**config.mk**
```make
export PLATFORM = sky130hd
export DESIGN_NAME = int8_div_seq
export DESIGN_NICKNAME = d
export VERILOG_FILES = /design/src/rtl/int8_arith_pkg.sv /design/src/rtl/int8_udiv_step.sv /design/src/rtl/int8_div_seq.sv
export SDC_FILE = /design/constraint.sdc
export NUM_CORES = 1
export LEC_CHECK = 0
export CAP_MARGIN = 10
export CORE_ASPECT_RATIO = 1.25
export CORE_UTILIZATION = 50
export DETAILED_ROUTE_END_ITERATION = 6
export PLACE_DENSITY = 0.82
export SLEW_MARGIN = 0
export SYNTH_ARGS = -nofsm -noshare
export SYNTH_HDL_FRONTEND = slang
export SYNTH_SLANG_ARGS = --single-unit
export TNS_END_PERCENT = 30
```
**constraint.sdc**
```tcl
create_clock -name clk -period 8.2 [get_ports clk]
set_input_delay 1.64 -clock clk [delete_from_list [all_inputs] [get_ports clk]]
set_output_delay 1.64 -clock clk [all_outputs]
set_load 0.02 [all_outputs]
```
**src/rtl/int8_arith_pkg.sv**
```systemverilog
// Shared signed int8 arithmetic definitions: saturation limits, divider FSM states
// and a generic signed clamp used by both the multiplier and the divider.
package int8_arith_pkg;

  localparam int INT8_MAX = 127;
  localparam int INT8_MIN = -128;

  typedef enum logic [1:0] {IDLE, CALC, DONE} state_t;

  typedef struct packed {
    logic               ovf;
    logic signed [31:0] val;
  } sat_t;

  // Clamp a wide signed value into the signed range of a w-bit result.
  function automatic sat_t sat_clamp(input logic signed [31:0] v, input int w);
    sat_t               r;
    logic signed [31:0] hi;
    logic signed [31:0] lo;
    hi = (32'sd1 <<< (w - 1)) - 32'sd1;
    lo = -hi - 32'sd1;
    if (v > hi) begin
      r.ovf = 1'b1;
      r.val = hi;
    end else if (v < lo) begin
      r.ovf = 1'b1;
      r.val = lo;
    end else begin
      r.ovf = 1'b0;
      r.val = v;
    end
    return r;
  endfunction

endpackage

```
**src/rtl/int8_udiv_step.sv**
```systemverilog
// One restoring division step on unsigned magnitudes: shift in the next dividend
// bit, subtract the divisor when it fits, and emit the resulting quotient bit.
module int8_udiv_step #(
  parameter int WIDTH = 8
) (
  input  logic [WIDTH:0] rem_i,
  input  logic [WIDTH:0] dmag_i,
  input  logic           bit_i,
  output logic [WIDTH:0] rem_o,
  output logic           q_o
);

  logic [WIDTH+1:0] shifted;
  logic [WIDTH+1:0] dext;

  assign shifted = {rem_i, bit_i};
  assign dext    = {1'b0, dmag_i};
  assign q_o     = (shifted >= dext);
  // The restored remainder is always below the divisor, so the top bit drops safely.
  assign rem_o   = (WIDTH + 1)'(q_o ? shifted - dext : shifted);

endmodule

```
**src/rtl/int8_div_seq.sv**
```systemverilog
// Sequential signed saturating divider: one restoring step per clock over operand
// magnitudes, then sign fix-up, clamp and divide-by-zero override into output registers.
module int8_div_seq
  import int8_arith_pkg::*;
#(
  parameter int WIDTH = 8
) (
  input  logic             clk,
  input  logic             rst,
  input  logic             in_valid,
  output logic             in_ready,
  input  logic [WIDTH-1:0] dividend,
  input  logic [WIDTH-1:0] divisor,
  output logic             out_valid,
  input  logic             out_ready,
  output logic [WIDTH-1:0] quotient,
  output logic [WIDTH-1:0] remainder,
  output logic             div_by_zero,
  output logic             saturated
);

  localparam int CW = $clog2(WIDTH + 1);
  localparam logic signed [WIDTH-1:0] QMAX = {1'b0, {(WIDTH-1){1'b1}}};
  localparam logic signed [WIDTH-1:0] QMIN = {1'b1, {(WIDTH-1){1'b0}}};

  state_t                  state_q;
  logic [CW-1:0]           count_q;
  logic [WIDTH-1:0]        a_sh_q;
  logic [WIDTH:0]          b_mag_q;
  logic                    sign_a_q;
  logic                    sign_b_q;
  logic                    b_zero_q;
  logic signed [WIDTH-1:0] dividend_q;
  logic [WIDTH:0]          rem_q;
  logic [WIDTH-1:0]        quo_q;

  logic                    out_valid_q;
  logic signed [WIDTH-1:0] quotient_q;
  logic signed [WIDTH-1:0] remainder_q;
  logic                    dbz_q;
  logic                    sat_q;

  logic [WIDTH:0]          rem_d;
  logic                    qbit_d;
  logic signed [WIDTH+1:0] q_wide;
  logic signed [WIDTH+1:0] r_wide;
  sat_t                    q_sat;

  function automatic logic [WIDTH:0] mag(input logic signed [WIDTH-1:0] v);
    logic signed [WIDTH:0] ext;
    ext = {v[WIDTH-1], v};
    return v[WIDTH-1] ? -ext : ext;
  endfunction

  int8_udiv_step #(.WIDTH(WIDTH)) u_step (
    .rem_i  (rem_q),
    .dmag_i (b_mag_q),
    .bit_i  (a_sh_q[WIDTH-1]),
    .rem_o  (rem_d),
    .q_o    (qbit_d)
  );

  always_comb begin
    q_wide = signed'({2'b00, quo_q});
    if (sign_a_q ^ sign_b_q) q_wide = -q_wide;
    r_wide = signed'({1'b0, rem_q});
    if (sign_a_q) r_wide = -r_wide;
    q_sat = sat_clamp(32'(q_wide), WIDTH);
  end

  always_ff @(posedge clk) begin
    if (rst) begin
      state_q     <= IDLE;
      count_q     <= '0;
      out_valid_q <= 1'b0;
      quotient_q  <= '0;
      remainder_q <= '0;
      dbz_q       <= 1'b0;
      sat_q       <= 1'b0;
    end else begin
      case (state_q)
        IDLE: begin
          if (in_valid) begin
            a_sh_q     <= WIDTH'(mag(dividend));
            b_mag_q    <= mag(divisor);
            sign_a_q   <= dividend[WIDTH-1];
            sign_b_q   <= divisor[WIDTH-1];
            b_zero_q   <= (divisor == '0);
            dividend_q <= dividend;
            rem_q      <= '0;
            quo_q      <= '0;
            count_q    <= CW'(WIDTH);
            state_q    <= CALC;
          end
        end
        CALC: begin
          if (count_q != '0) begin
            rem_q   <= rem_d;
            quo_q   <= {quo_q[WIDTH-2:0], qbit_d};
            a_sh_q  <= a_sh_q << 1;
            count_q <= count_q - CW'(1);
          end else begin
            // Divide-by-zero shares the full latency; only the result is replaced.
            if (b_zero_q) begin
              quotient_q  <= sign_a_q ? QMIN : QMAX;
              remainder_q <= dividend_q;
              dbz_q       <= 1'b1;
              sat_q       <= 1'b0;
            end else begin
              quotient_q  <= WIDTH'(q_sat.val);
              remainder_q <= WIDTH'(r_wide);
              dbz_q       <= 1'b0;
              sat_q       <= q_sat.ovf;
            end
            out_valid_q <= 1'b1;
            state_q     <= DONE;
          end
        end
        DONE: begin
          if (out_ready) begin
            out_valid_q <= 1'b0;
            state_q     <= IDLE;
          end
        end
        default: state_q <= IDLE;
      endcase
    end
  end

  assign in_ready    = (state_q == IDLE);
  assign out_valid   = out_valid_q;
  assign quotient    = quotient_q;
  assign remainder   = remainder_q;
  assign div_by_zero = dbz_q;
  assign saturated   = sat_q;

endmodule

```
==> metrics.cfg, run 1 <==
[floorplanning]
rows = 34
die_h_um = 98.4
die_w_um = 79.1
coreArea_um2 = 7060
ios = 40
dieArea_um2 = 7790
start_util = 0.526

[min_path]
hp-class = register to register

[placed_design]
place_area_um2 = 4190
gp_congestion = 0.833
io_buffers = 39
place_ws_ns = 4.57
dpl.hpwl_mm = 5.46

[routing]
routed_wl_mm = 7.49
avgViaCountPerCell = 5.69
drt-wirelength-per-cell_um = 14.5
remaining_drc_errors = 0
first_pass_iters = 4
drtIter0Drc = 149
vias = 2934
antenna_left = 0

[synthesis]
synth_edf_count = 44
synth_seq_cells = 69
synthTopCellsByArea = edfxtp_1 36%, dfxtp_1 13%, ha_1 5.0%, nand2_1 4.4%, nor2_1 4.1%
synth.top_cell.area_share = 0.355
synth_cells = 383
synth_area_um2 = 3720
synthArstFlopShare = 0
syn-num-nets = 419
syn_avg_cell_area_um2 = 9.71
yosys_warnings = 0
synth_flop_cell = edfxtp_1
yosysSeqAreaShare = 0.490
synthDistinctLibCells = 47
yosys.area.top_type = edfxtp_1

[pwr]
power.leakage_uw = 0.00167
pwr_density_cell_nw_per_um2 = 229
peakVddDrop_mv = 0.132

[sta]
grt_setup_unrepaired = no
hold_viol = 0
clock_skew_ns = 0.0133
setup_tns_ns = 0
fmax_mhz = 303
setup_ws_ns = 4.90
drv_slew = 0
worst_pin_slew_ns = 0.907
setup_violations = 0
max_slew_margin = 0.393
post-route-period-util = 0.402
period_minus_slack_ns = 3.30

[clock_tree]
cts_buffer_depth = 2
root_buffer = clkbuf_8
htree_levels = 3
clock_latency_ns = 0.35
clock_sinks = 69
postCtsSetupBuffers = 0
ctsHoldBuffers = 0
cts_buffers = 9
cts_resized = 0
cts_tree = done
clk_pin_slew_ns = 0.08

[global_route]
grt_pass1_vias = 2842
track_usage = 0.212
antenna_found_initial = 0
overflow = 0
grt_start_max_net_pins = 26
grt_pass1_wl_mm = 12.8

[worst_setup_path]
crit_path_end_kind = register
cpPeakStageDelay_ns = 0.87
cp.required_ns = 8.21
critPathSlowestCell = clkdlybuf4s50_1
crit_chain = clkdlybuf4s50_1, nor4_2, buf_4
crit_type = input port to register
start_kind = input port
crit_fanout = 25
crit_arrival_ns = 3.31

[cells_and_area]
fin_nets = 457
finish.instance_area_um2 = 4400
drive_gt1_frac = 0.0657
antenna_cells = 0
syn2layout_area_growth_pct = 18.4
fill_cells = 616

[run]
max-cap-violations = 0

[status]
status = completed

worst max-delay path, delay by kind of cell:
kind,cells,cell delay (ns)
and+or+nand+nor,1,0.42
buffers and inverters,2,1.24
placed cells by master (no fill, tap or decap), types with 6 or more instances in the layout:
| cell | n |
|---|---|
| nor2_1 | 41 |
| mux2i_1 | 9 |
| clkdlybuf4s50_1 | 39 |
| nand3_1 | 10 |
| nor4_1 | 7 |
| dfxtp_1 | 25 |
| and2_1 | 6 |
| a21oi_1 | 22 |
| ha_1 | 15 |
| o21ai_0 | 21 |
| inv_1 | 22 |
| o31ai_1 | 7 |
| a211oi_1 | 6 |
| xnor2_1 | 12 |
| nor2b_1 | 6 |
| nand2_1 | 44 |
| edfxtp_1 | 44 |
| clkbuf_8 | 10 |
| xor2_1 | 15 |
layer usage:
layer | GRT usage | routed length, um
met1 | 0.249 | 3070
met2 | 0.361 | 3910
met3 | 0.0364 | 298
met4 | 0.120 | 212
met5 | 0 | 0
worst paths after layout:
path	to	slack (ns)	cells past startpoint	startpoint
setup / recovery	quo_q[0]$_SDFFCE_PN0P_	4.90	3	rst
hold / removal	out_valid$_SDFFE_PP0P_	0.46	2	out_valid$_SDFFE_PP0P_
setup reg to reg	rem_q[6]$_SDFFCE_PN0P_	5.55	7	rem_q[2]$_SDFFCE_PN0P_
hold reg to reg	out_valid$_SDFFE_PP0P_	0.46	2	out_valid$_SDFFE_PP0P_
stage by stage:
step                 util  cells  hold slack [ns]  power (uW)
global placement    0.593    500            0.445         720
detailed placement  0.593    500            0.450         731
CTS                 0.623    516            0.461        1010
floorplan               -    383            0.457         644
finish              0.623    516            0.459        1010
global route        0.623    516            0.484        1060
flip-flops by register name, indices dropped and copies added, names as in the netlist:
register,flops
count_q,4
rem_q,9
sign_b_q,1
dividend_q,7
quotient,8
sign_a_q,1
b_zero_q,1
a_sh_q,8
b_mag_q,9
quo_q,8
state_q,2
saturated,1
remainder,8
out_valid,1
div_by_zero,1
power breakdown:
| group | switching [uW] | internal (uW) |
|---|---|---|
| clock network | 130 | 155 |
| logic | 156 | 114 |
| registers | 33.8 | 421 |
area by class of cell:
type,count,area [um^2],area share
flip-flops and latches,69,1820,0.414
multi-input cells,277,1760,0.400
repair buffers,42,413,0.0938
clock buffers,12,188,0.0426
well taps,90,113,0.0256
inverters,22,82.6,0.0188
clock inverters,4,25.0,0.00569
cell usage after synthesis, types with 3 or more instances:
library cell,n
o21a_1,5
edfxtp_1,44
a21oi_1,22
nand3_1,10
xnor2_1,12
a211oi_1,6
nor2_1,41
xor2_1,15
dfxtp_1,25
or3_1,4
nor3_1,5
mux2i_1,9
inv_1,22
and2_1,6
o21ai_0,21
buf_2,3
nand3b_1,3
a22oi_1,5
clkbuf_1,11
ha_1,15
nand2_1,44
nor2b_1,6
a21o_1,3
nor4_1,8
o31ai_1,7
a31oi_1,4
logic make-up after synthesis:
kind of cell / count (synthesis) / synth area share
flops: 69 / 0.490
xor+xnor: 27 / 0.0636
fa+ha+maj: 16 / 0.0559
simple gates: 138 / 0.178
other cells: 1 / 0.00101
buf+inv: 37 / 0.0384
mux: 9 / 0.0242
compound gates: 86 / 0.149
(Power assumes the default switching activity.)
==> run 2: changes to the inputs <==
--- a/config.mk
+++ b/config.mk
@@ -9,7 +9,7 @@
 export CORE_ASPECT_RATIO = 1.25
 export CORE_UTILIZATION = 50
 export DETAILED_ROUTE_END_ITERATION = 6
-export PLACE_DENSITY = 0.82
+export PLACE_DENSITY = 0.85
 export SLEW_MARGIN = 0
 export SYNTH_ARGS = -nofsm -noshare
 export SYNTH_HDL_FRONTEND = slang
==> constraint.sdc (replaced) <==
create_clock -name clk -period 3 [get_ports clk]
set_input_delay 0.6 -clock clk [delete_from_list [all_inputs] [get_ports clk]]
set_output_delay 0.6 -clock clk [all_outputs]
set_load 0.02 [all_outputs]
==> run 2 against run 1 <==
Against the previous run: die area unchanged; global-route usage up 1.3 points; critical path type is now register to register; clock-buffer cell count down 2; setup slack worse by 4.6 ns; first-iteration DRC count up 2.0%; utilization increased by 0.80 points.
==> metrics.cfg, run 2 (same netlist as run 1, synthesis figures left out) <==
[routing]
routed_wl_mm = 7.98  ; +6.7%
drt-wirelength-per-cell_um = 15.3  ; +5.6%
drtIter0Drc = 152  ; +2.0%
antenna_left = 0  ; unchanged
remaining_drc_errors = 0  ; unchanged
avgViaCountPerCell = 5.72  ; +0.66%
first_pass_iters = 4  ; unchanged
vias = 2982  ; +1.6%

[worst_setup_path]
reg2reg_slack_ns = 0.35  ; -5.20 ns
crit_type = register to register
timing.rr.start = rem_q[2]$_SDFFCE_PN0P_
critical_path_depth = 7  ; +4
crit_chain = ha_1, nand4_1, a21o_1, and3_1, o221ai_2, mux2i_1, nor2_1
start_kind = register
reg2reg_depth = 7  ; unchanged
crit_arrival_ns = 2.75  ; -0.56 ns
cpPeakStageDelay_ns = 0.57  ; -0.30 ns
r2r-end = rem_q[5]$_SDFFCE_PN0P_
crit_fanout = 12  ; -52%
critPathSlowestCell = o221ai_2
cp.required_ns = 3.10  ; -5.11 ns
cp_num_buf_inv = 0  ; -2
crit_family = compound AO/OA/AOI/OAI gates
crit_path_end_kind = register

[floorplanning]
die_w_um = 79.1  ; unchanged
rows = 34  ; unchanged
dieArea_um2 = 7790  ; unchanged
ios = 40  ; unchanged
coreArea_um2 = 7060  ; unchanged
die_h_um = 98.4  ; unchanged
start_util = 0.526  ; unchanged

[cells_and_area]
syn2layout_area_growth_pct = 19.9
instances_no_fill = 521  ; +0.97%
antenna_cells = 0  ; unchanged
reg_top3 = b_mag_q (9), rem_q (9)
fin_nets = 462  ; +1.1%
drive_gt1_frac = 0.0742  ; +0.00852
final_cell_mix = 44 x nand2_1, 44 x edfxtp_1, 41 x nor2_1

[global_route]
grt_pass1_wl_mm = 13.5  ; +5.4%
antenna_found_initial = 0  ; unchanged
overflow = 0  ; unchanged
grt_pass1_vias = 2963  ; +4.3%
grt_start_max_net_pins = 26  ; unchanged
track_usage = 0.225  ; +0.0131

[sta]
setup_tns_ns = 0  ; unchanged
grt_setup_unrepaired = no
hold_viol = 0  ; unchanged
clock_skew_ns = 0.00631  ; -0.00695 ns
period_minus_slack_ns = 2.65
max_slew_margin = 0.501  ; +0.108
fmax_mhz = 377
post-route-period-util = 0.885
whs_ns = 0.458  ; -0.000716 ns
drv_slew = 0  ; unchanged
setup_violations = 0  ; unchanged
worst_pin_slew_ns = 0.744  ; -0.164 ns

[placed_design]
dp_cells = 505  ; +1.0%
dpl.hpwl_mm = 5.65  ; +3.5%
gp_congestion = 0.881  ; +5.8%
io_buffers = 39  ; unchanged

[min_path]
hp-class = register to register
min_path_cells = 2  ; unchanged
hp-start = out_valid$_SDFFE_PP0P_
hold_path_end = out_valid$_SDFFE_PP0P_

[clock_tree]
cts_tree = done
cts_resized = 0  ; unchanged
postCtsSetupBuffers = 0  ; unchanged
cts_buffers = 9  ; unchanged
clock_latency_ns = 0.34  ; about the same
htree_levels = 3  ; unchanged
ctsHoldBuffers = 0  ; unchanged
clk_pin_slew_ns = 0.08  ; about the same
clock_sinks = 69  ; unchanged
root_buffer = clkbuf_8
cts_buffer_depth = 2  ; unchanged

[run]
max-cap-violations = 0  ; unchanged

[pwr]
peakVddDrop_mv = 0.355  ; +170%
pwr_density_cell_nw_per_um2 = 642  ; +180%
power.leakage_uw = 0.00169  ; +1.3%

[status]
status = completed

-- run 2: worst min-delay path, stage by stage (launching register included) --
cell     delay [ns]
dfxtp_1        0.32
nand2_1        0.05
a21oi_1        0.05
-- run 2: power by group --
part / leakage, uW / internal, uW / switching, uW / total, uW
clock: 0.000110 / 489 / 364 / 853
sequential: 0.000621 / 1150 / 84.2 / 1240
combinational: 0.000960 / 322 / 452 / 774
-- run 2: worst max-delay path by stage --
| stage | end | slack [ns] | startpoint |
|---|---|---|---|
| global placement | rem_q[6]$_SDFFCE_PN0P_ | 0.57 | b_mag_q[0]$_DFFE_PP_ |
| global route | rem_q[5]$_SDFFCE_PN0P_ | 0.23 | rem_q[2]$_SDFFCE_PN0P_ |
| CTS | rem_q[5]$_SDFFCE_PN0P_ | 0.36 | rem_q[2]$_SDFFCE_PN0P_ |
| detailed placement | rem_q[5]$_SDFFCE_PN0P_ | 0.40 | rem_q[2]$_SDFFCE_PN0P_ |
| finish | rem_q[5]$_SDFFCE_PN0P_ | 0.35 | rem_q[2]$_SDFFCE_PN0P_ |
| floorplan | a_sh_q[0]$_SDFFCE_PP0P_ | 0.52 | state_q[1]$_SDFFE_PP0P_ |
-- run 2: per-layer routing --
| metal | up-vias | track usage | share of wire |
|---|---|---|---|
| met5 | - | 0 | 0 |
| li1 | 1457 | - | - |
| met1 | 1423 | 0.264 | 0.40 |
| met2 | 84 | 0.395 | 0.53 |
| met4 | 0 | 0.101 | 0.019 |
| met3 | 18 | 0.0411 | 0.043 |
-- run 2: final cells by class --
| type | instances | area (um^2) |
|---|---|---|
| well taps | 90 | 113 |
| repair buffers | 47 | 450 |
| clock inverters | 6 | 85.1 |
| inverters | 22 | 82.6 |
| multi-input cells | 277 | 1770 |
| fillers | 579 | 2600 |
| flip-flops and latches | 69 | 1820 |
| clock buffers | 10 | 138 |
-- run 2: per-stage QoR --
| stage | total power [uW] | util | worst slack (ns) | instance area [um^2] |
|---|---|---|---|---|
| CTS | 2870 | 0.631 | 0.363 | 4460 |
| global placement | 1980 | 0.600 | 0.566 | 4240 |
| floorplan | 1770 | - | 0.517 | 3730 |
| finish | 2860 | 0.631 | 0.346 | 4460 |
| detailed placement | 2020 | 0.600 | 0.401 | 4240 |
| global route | 3020 | 0.631 | 0.228 | 4460 |
==> run 3: changes to the inputs <==
--- a/config.mk
+++ b/config.mk
@@ -7,9 +7,11 @@
 export LEC_CHECK = 0
 export CAP_MARGIN = 10
 export CORE_ASPECT_RATIO = 1.25
+export CORE_MARGIN = 4
 export CORE_UTILIZATION = 50
 export DETAILED_ROUTE_END_ITERATION = 6
-export PLACE_DENSITY = 0.85
+export DONT_BUFFER_PORTS = 1
+export PLACE_DENSITY = 0.78
 export SLEW_MARGIN = 0
 export SYNTH_ARGS = -nofsm -noshare
 export SYNTH_HDL_FRONTEND = slang
==> run 3 against run 2 <==
Against the previous run: global-route usage shrank 5.4 points; sequential cell count is the same; first-iteration DRC count grew 18%; sequential share of layout area grew 4.4 points; critical path depth grew 1; cell count shrank 7.9%; maximum frequency grew 14%; register-to-register slack gained 0.33 ns; hold slack lost 0.15 ns; critical endpoint unchanged.
==> metrics.cfg, run 3 (same netlist as run 1, synthesis figures left out) <==
[cells_and_area]
fill_cells = 619  ; +6.9%
antenna_cells = 0  ; unchanged
multi_input_area_um2 = 1770  ; unchanged
seq_area_um2 = 1820  ; unchanged
fin_nets = 421  ; -8.9%
finalCoreUtilization = 0.566  ; -0.0649
final_cell_mix = 44 x nand2_1, 44 x edfxtp_1, 41 x nor2_1
drive_gt1_frac = 0.0795  ; +0.00524
reg_top3 = b_mag_q (9), rem_q (9)
syn2layout_area_growth_pct = 8.25

[global_route]
grt_pass1_wl_mm = 12.1  ; -11%
grt_start_max_net_pins = 26  ; unchanged
track_usage = 0.171  ; -0.0544
antenna_found_initial = 0  ; unchanged
overflow = 0  ; unchanged
grt_pass1_vias = 2632  ; -11%

[clock_tree]
clock_sinks = 69  ; unchanged
cts_buffers = 9  ; unchanged
cts_buffer_depth = 2  ; unchanged
cts_tree = done
htree_levels = 3  ; unchanged
clock_latency_ns = 0.35  ; about the same
clk_pin_slew_ns = 0.08  ; about the same
postCtsSetupBuffers = 0  ; unchanged
root_buffer = clkbuf_8
cts_resized = 0  ; unchanged
ctsHoldBuffers = 0  ; unchanged

[routing]
first_pass_iters = 4  ; unchanged
remaining_drc_errors = 0  ; unchanged
avgViaCountPerCell = 5.60  ; -2.2%
routed_wl_mm = 7.34  ; -8.1%
antenna_left = 0  ; unchanged
drt-wirelength-per-cell_um = 15.3  ; -0.21%
vias = 2686  ; -9.9%
drtIter0Drc = 180  ; +18%

[worst_setup_path]
reg2reg_depth = 8  ; +1
r2r-end = rem_q[5]$_SDFFCE_PN0P_
crit_type = register to register
crit_path_end_kind = register
cp.required_ns = 3.09  ; about the same
crit_fanout = 12  ; unchanged
start_kind = register
reg2reg_slack_ns = 0.68  ; +0.33 ns
crit_arrival_ns = 2.41  ; -0.34 ns
timing.rr.start = rem_q[2]$_SDFFCE_PN0P_

[floorplanning]
coreArea_um2 = 7100  ; +0.60%
ios = 40  ; unchanged
rows = 34  ; unchanged
die_h_um = 104  ; +6.1%
dieArea_um2 = 8890  ; +14%
start_util = 0.523  ; -0.00315
die_w_um = 85.1  ; +7.6%

[pwr]
seqPwrFrac = 0.491  ; +0.059
peakVddDrop_mv = 0.344  ; -3.0%
power.leakage_uw = 0.00153  ; -9.4%
p_sw_frac = 0.324  ; +0.00999
combPwrFrac = 0.227  ; -0.043
power.switching_uw = 850  ; -5.6%
pwr_density_cell_nw_per_um2 = 651  ; +1.4%
power_uw = 2620  ; -8.5%
p_int_uw = 1770  ; -9.8%
p_clk_frac = 0.281  ; -0.017

[sta]
setup_ws_ns = 0.678  ; +0.332 ns
clock_skew_ns = 0.00824  ; +0.00193 ns
worst_pin_slew_ns = 0.755  ; +0.0114 ns
setup_tns_ns = 0  ; unchanged
setup_violations = 0  ; unchanged
max_slew_margin = 0.497  ; -0.00402
hold_viol = 0  ; unchanged
drv_slew = 0  ; unchanged
whs_ns = 0.307  ; -0.151 ns
period_minus_slack_ns = 2.32  ; -0.332 ns
fmax_mhz = 431  ; +14%
post-route-period-util = 0.774  ; -0.111
grt_setup_unrepaired = no

[placed_design]
gp_congestion = 0.838  ; -5.0%
dpl.hpwl_mm = 5.45  ; -3.5%
place_ws_ns = 0.684  ; +0.283 ns
io_buffers = 0  ; -100%

[min_path]
min_path_cells = 1  ; -1
hold_path_end = remainder[7]$_SDFFE_PP0P_
hp-start = rst
hp-class = input port to register

[run]
max-cap-violations = 0  ; unchanged

[status]
status = completed

[run 3: changes by cell type in the layout (fill, tap and decap cells not counted), sizes merged]
cell,delta
buf,-2
bufinv,-2
clkbuf,+2
clkdlybuf4s50,-39
clkinv,-1
clkinvlp,-1
inv,+2
[run 3: cell type report]
type                            instances  area share
Clock buffer                           12      0.0417
Clock inverter                          4     0.00653
Inverter                               22      0.0205
Multi-Input combinational cell        277       0.439
Sequential cell                        69       0.453
Tap cell                               90      0.0280
Timing Repair Buffer                    6      0.0112
[run 3: metrics by stage]
step	instance area, um^2	std cells
after floorplan	3730	383
after global placement	3830	464
after detailed placement	3830	464
after CTS	4020	480
after global routing	4020	480
final	4020	480
[run 3: worst max path at each step]
stage | from | slack, ns | cells past startpoint | to
after floorplan | state_q[1]$_SDFFE_PP0P_ | 0.52 | 5 | a_sh_q[0]$_SDFFCE_PP0P_
after global placement | rem_q[2]$_SDFFCE_PN0P_ | 0.77 | 8 | rem_q[2]$_SDFFCE_PN0P_
after detailed placement | rem_q[2]$_SDFFCE_PN0P_ | 0.68 | 8 | rem_q[5]$_SDFFCE_PN0P_
after CTS | rem_q[2]$_SDFFCE_PN0P_ | 0.68 | 8 | rem_q[5]$_SDFFCE_PN0P_
after global routing | rem_q[2]$_SDFFCE_PN0P_ | 0.55 | 8 | rem_q[5]$_SDFFCE_PN0P_
final | rem_q[2]$_SDFFCE_PN0P_ | 0.68 | 8 | rem_q[5]$_SDFFCE_PN0P_
[run 3: power by group through the flow]
stage | combinational (uW) | sequential (uW) | clock [uW]
global placement | 580 | 1300 | 0
floorplan | 488 | 1280 | 0
CTS | 601 | 1290 | 748
finish | 596 | 1290 | 737
detailed placement | 598 | 1310 | 0
global route | 674 | 1300 | 788
[run 3: layer usage]
layer  GRT usage  share of wire
met5           0              0
met4      0.0645          0.016
met3      0.0491          0.055
met2       0.294           0.51
met1       0.198           0.42
[run 3: critical path, stage by stage, from the launching register on]
cell and delay [ns]:
edfxtp_1 0.51, ha_1 0.44, nand4_1 0.14, a21o_1 0.17
and3_1 0.17, o221ai_2 0.14, buf_4 0.23, mux2i_1 0.21
nor2_1 0.06
